<file path="config.mk">
export PLATFORM = sky130hd
export DESIGN_NAME = timing_adapter_arb_32
export DESIGN_NICKNAME = d
export VERILOG_FILES = /design/src/rtl/timing_adapter_arb_32.sv
export SDC_FILE = /design/constraint.sdc
export NUM_CORES = 1
export LEC_CHECK = 0
export CAP_MARGIN = 20
export CORE_UTILIZATION = 34
export CTS_CLUSTER_SIZE = 14
export DETAILED_ROUTE_END_ITERATION = 6
export GPL_ROUTABILITY_DRIVEN = 0
export GPL_TIMING_DRIVEN = 1
export PLACE_DENSITY = 0.89
export SLEW_MARGIN = 20
export SYNTH_ARGS = -nofsm -noshare
export SYNTH_HDL_FRONTEND = slang
export SYNTH_SLANG_ARGS = --single-unit
</file>
<file path="constraint.sdc">
create_clock -name clk -period 1.8 [get_ports clk]
set_clock_uncertainty 0.05 [all_clocks]
set_input_delay 0.27 -clock clk [delete_from_list [all_inputs] [get_ports clk]]
set_output_delay 0.27 -clock clk [all_outputs]
set_load 0.02 [all_outputs]
</file>
<file path="src/rtl/timing_adapter_arb_32.sv">
// Two-source packet-level round-robin arbiter feeding the timing adapter FIFO input.
// Zero-cycle pass-through while a source owns the output; one cycle to arbitrate from IDLE.
module timing_adapter_arb_32 #(
    parameter int DATA_WIDTH  = 37,
    parameter int FILL_THRESH = 6,
    parameter int CNT_WIDTH   = 16
) (
    input  logic                  clk,
    input  logic                  reset_n,
    input  logic [3:0]            fill_level,
    input  logic                  in0_valid,
    output logic                  in0_ready,
    input  logic [DATA_WIDTH-1:0] in0_data,
    input  logic                  in1_valid,
    output logic                  in1_ready,
    input  logic [DATA_WIDTH-1:0] in1_data,
    output logic                  out_valid,
    input  logic                  out_ready,
    output logic [DATA_WIDTH-1:0] out_data,
    output logic [1:0]            grant,
    output logic [CNT_WIDTH-1:0]  pkt_cnt0,
    output logic [CNT_WIDTH-1:0]  pkt_cnt1,
    output logic [7:0]            drop_cnt
);

    localparam logic [1:0] IDLE = 2'd0;
    localparam logic [1:0] OWN0 = 2'd1;
    localparam logic [1:0] OWN1 = 2'd2;
    localparam logic [3:0] THRESH = FILL_THRESH[3:0];

    logic [1:0]           state_q, state_d;
    logic                 last_q, last_d;
    logic [CNT_WIDTH-1:0] cnt0_q, cnt0_d, cnt1_q, cnt1_d;
    logic [7:0]           drop_q, drop_d;
    logic [8:0]           drop_sum;
    logic                 start_ok, req0, req1, stray0, stray1;

    assign start_ok = (fill_level < THRESH);
    assign req0     = in0_valid &&  in0_data[32];
    assign req1     = in1_valid &&  in1_data[32];
    assign stray0   = in0_valid && !in0_data[32];
    assign stray1   = in1_valid && !in1_data[32];
    assign drop_sum = {1'b0, drop_q} + 9'(stray0) + 9'(stray1);

    always_comb begin
        state_d   = state_q;
        last_d    = last_q;
        cnt0_d    = cnt0_q;
        cnt1_d    = cnt1_q;
        drop_d    = drop_q;
        out_valid = 1'b0;
        out_data  = '0;
        in0_ready = 1'b0;
        in1_ready = 1'b0;
        case (state_q)
            IDLE: begin
                // SOP beats wait here untouched; only stray beats are consumed
                in0_ready = stray0;
                in1_ready = stray1;
                drop_d    = drop_sum[8] ? 8'hFF : drop_sum[7:0];
                if (start_ok) begin
                    if (req0 && req1) state_d = last_q ? OWN0 : OWN1;
                    else if (req0)    state_d = OWN0;
                    else if (req1)    state_d = OWN1;
                end
            end
            OWN0: begin
                out_valid = in0_valid;
                out_data  = in0_data;
                in0_ready = out_ready;
                if (in0_valid && out_ready && in0_data[33]) begin
                    last_d  = 1'b0;
                    cnt0_d  = cnt0_q + 1'b1;
                    state_d = (req1 && start_ok) ? OWN1 : IDLE;
                end
            end
            OWN1: begin
                out_valid = in1_valid;
                out_data  = in1_data;
                in1_ready = out_ready;
                if (in1_valid && out_ready && in1_data[33]) begin
                    last_d  = 1'b1;
                    cnt1_d  = cnt1_q + 1'b1;
                    state_d = (req0 && start_ok) ? OWN0 : IDLE;
                end
            end
            default: state_d = IDLE;
        endcase
    end

    always_ff @(posedge clk or negedge reset_n) begin
        if (!reset_n) begin
            state_q <= IDLE;
            last_q  <= 1'b1;
            cnt0_q  <= '0;
            cnt1_q  <= '0;
            drop_q  <= '0;
        end else begin
            state_q <= state_d;
            last_q  <= last_d;
            cnt0_q  <= cnt0_d;
            cnt1_q  <= cnt1_d;
            drop_q  <= drop_d;
        end
    end

    assign grant    = {state_q == OWN1, state_q == OWN0};
    assign pkt_cnt0 = cnt0_q;
    assign pkt_cnt1 = cnt1_q;
    assign drop_cnt = drop_q;

endmodule
</file>
==> impl_metrics.env, run 1 <==
export IMPL_fin_nets=572
export IMPL_initial_core_util=0.355
export IMPL_synth_area_leaders="dfrtp_1 (38%), a22oi_1 (10%), nor2b_1 (9.3%), xnor2_1 (6.4%), xor2_1 (4.1%)"
export IMPL_cp_data_arrival_time_ns=1.71
export IMPL_die_w_um=92.0
export IMPL_wl_per_cell_um=19.4
export IMPL_r2r_end="pkt_cnt1[8]"
export IMPL_drv_cap=0
export IMPL_design_core_area_um2=7770
export IMPL_fmax_mhz=491
export IMPL_routed_wl_um=11300
export IMPL_dieArea_um2=8470
export IMPL_synth_common_cells="dfrtp_1 (42), nor2b_1 (41), a22oi_1 (38), nand2_1 (30), xnor2_1 (20)"
export IMPL_syn_inst=283
export IMPL_critPathMaxFanout=8
export IMPL_pre_cts_ws_ns=-0.456
export IMPL_whs_ns=-0.00271
export IMPL_finalCritPeriodShare=1.13
export IMPL_ys_async_sr_fraction=1.00
export IMPL_via_per_inst=5.30
export IMPL_critPathKind="reg -> out"
export IMPL_root_buffer="clkbuf_8"
export IMPL_drtPass1Iterations=4
export IMPL_worst_slack_ns=-0.235
export IMPL_clock_sinks=43
export IMPL_overflow=0
export IMPL_ioPinCount=165
export IMPL_rows=32
export IMPL_fin_crit_ns=2.03
export IMPL_powerDensity_nw_per_um2=1460
export IMPL_holdCritPathClass="in -> async"
export IMPL_rsz0062_at_grt="true"
export IMPL_htree_levels=2
export IMPL_antennaDiodeCount=0
export IMPL_synth_area_per_cell_um2=9.74
export IMPL_antenna_left=0
export IMPL_grt_pass1_wl_um=15200
export IMPL_finalMaxSlewViolations=0
export IMPL_outcome="finished with violations"
export IMPL_seq_area_um2=1080
export IMPL_synth_seq_cells=43
export IMPL_syn2layout_area_growth_pct=103
export IMPL_final_cell_area_um2=5580
export IMPL_reg2reg_from="state_q[0]"
export IMPL_violations="negative hold slack, negative setup slack"
export IMPL_die_h_um=92.0
export IMPL_setup_violations=58
export IMPL_max_slew_margin=0.637
export IMPL_route_vias_total=3093
export IMPL_final_hold_viol_count=8
export IMPL_cts_tree="yes"
export IMPL_synthFlopType="dfrtp_1"
export IMPL_yosys_warnings=0
export IMPL_nFillCells=509
export IMPL_peakVddDrop_mv=1.19
export IMPL_clk_pin_slew_worst_paths_ns=0.08
export IMPL_synth_edff_count=0
export IMPL_syn_num_nets=374
export IMPL_grt_use_total=0.227
export IMPL_drt_iter0_drc=125
export IMPL_cp_required_ns=1.48
export IMPL_yosysTopAreaCell="dfrtp_1"
export IMPL_antenna_found_initial=0
export IMPL_cts_buffers_inserted=5
export IMPL_dp_hpwl_um=6720
export IMPL_synth_cell_types=40
export IMPL_final_setup_tns_ns=-7.36
export IMPL_placed_area_um2=4810
export IMPL_layout_drive_gt1_share=0.419
export IMPL_r2r_cells=8
export IMPL_drc=0
export IMPL_tightest_slew_ns=0.545
export IMPL_synth_most_common_cell="dfrtp_1"
export IMPL_grt_pass1_vias=3023
export IMPL_p_leak_nw=2.38
export IMPL_cts_buffer_depth=2
export IMPL_numPortBuffers=163
export IMPL_yosysSeqAreaShare=0.391
export IMPL_critical_path_endpoint_type="output pin"
export IMPL_multi_input_area_um2=2100
export IMPL_reg2reg_slack_ns=-0.13
export IMPL_grt_max_degree=44
export IMPL_critPathLaunchType="register"
export IMPL_synth_top_area_frac=0.381
export IMPL_syn_cell_area_um2=2760
export IMPL_clock_latency_ns=0.29
[worst max-delay path by stage]
stage,end,from,slack [ns],cells past startpoint
final,out_data[26],state_q[0],-0.23,7
after CTS,out_data[36],state_q[0],-0.18,7
after detailed placement,drop_cnt[4],in1_valid,-0.46,8
after global routing,out_data[26],state_q[0],-0.28,7
after global placement,drop_cnt[4],in1_valid,-0.35,8
after floorplan,out_data[0],state_q[1],-0.008,6
[sequential cells by signal (all words and copies together) (netlist names)]
register and cells:
pkt_cnt0 16, pkt_cnt1 16, drop_cnt 8, state_q 2, last_q 1
[cell families after synthesis]
family | share of synthesized area
compound gates | 0.144
mux | 0.0191
simple gates | 0.271
flops | 0.391
xor+xnor | 0.105
fa+ha+maj | 0.0391
buf+inv | 0.0313
[stage by stage]
step / power [W] / utilization / instances
floorplan: 0.00375 / - / 283
global placement: 0.00550 / 0.619 / 563
detailed placement: 0.00560 / 0.619 / 563
CTS: 0.00728 / 0.684 / 577
global route: 0.00841 / 0.719 / 584
finish: 0.00812 / 0.719 / 584
[cell type report]
class,count,area share
sequential,43,0.193
clock buffer,7,0.0173
clock inverter,1,0.00134
tap,102,0.0229
timing repair buffer,208,0.388
inverter,3,0.00202
multi-input combinational,220,0.376
[power by group]
part | switching (W) | leakage [nW] | total [W] | internal [W]
combinational | 0.00281 | 1.75 | 0.00609 | 0.00327
sequential | 0.000229 | 0.580 | 0.00136 | 0.00113
clock | 0.000331 | 0.0505 | 0.000680 | 0.000349
total | 0.00337 | 2.38 | 0.00812 | 0.00475
[per-layer routing]
metal	vias up	track usage	share of wire	wire [µm]
met1	1565	0.277	0.38	4320
met3	16	0.0390	0.039	445
met5	-	0	0	0
met2	100	0.419	0.56	6360
li1	1412	-	-	-
met4	0	0.0391	0.016	186
[timing repair]
item                       CTS  global route
gates cloned                 3             3
pin swaps                   20            19
setup buffers                3             8
gates resized for setup    290            47
hold buffers                 0             0
setup endpoints to repair   61            67
[cells in the final DEF (no fill, tap or decap), drive strengths merged, types with 7 or more instances in the layout]
master,instances
a22oi,38
buf,84
clkbuf,11
clkdlybuf4s50,117
dfrtp,42
ha,7
nand2,30
nand3,16
nand4,10
nor2b,41
xnor2,20
xor2,13
[critical path, stage by stage (launching register included)]
cell	delay [ns]
dfrtp_1	0.44
inv_2	0.10
ha_4	0.19
buf_12	0.13
buf_16	0.14
a22oi_2	0.21
nor2b_2	0.07
buf_6	0.13
Power figures use the tool's default switching activity.
==> inputs of run 2 (changes only) <==
Settings changed: CTS_CLUSTER_DIAMETER from default to 200, SLEW_MARGIN 20 to 15.
==> results of run 2 <==
The final DEF is identical to that of run 1; final timing and power are the same.
==> inputs of run 3 (changes only) <==
Settings changed: GPL_ROUTABILITY_DRIVEN 0 to 1.
==> results of run 3 <==
The final DEF is identical to that of run 1; final timing and power are the same.
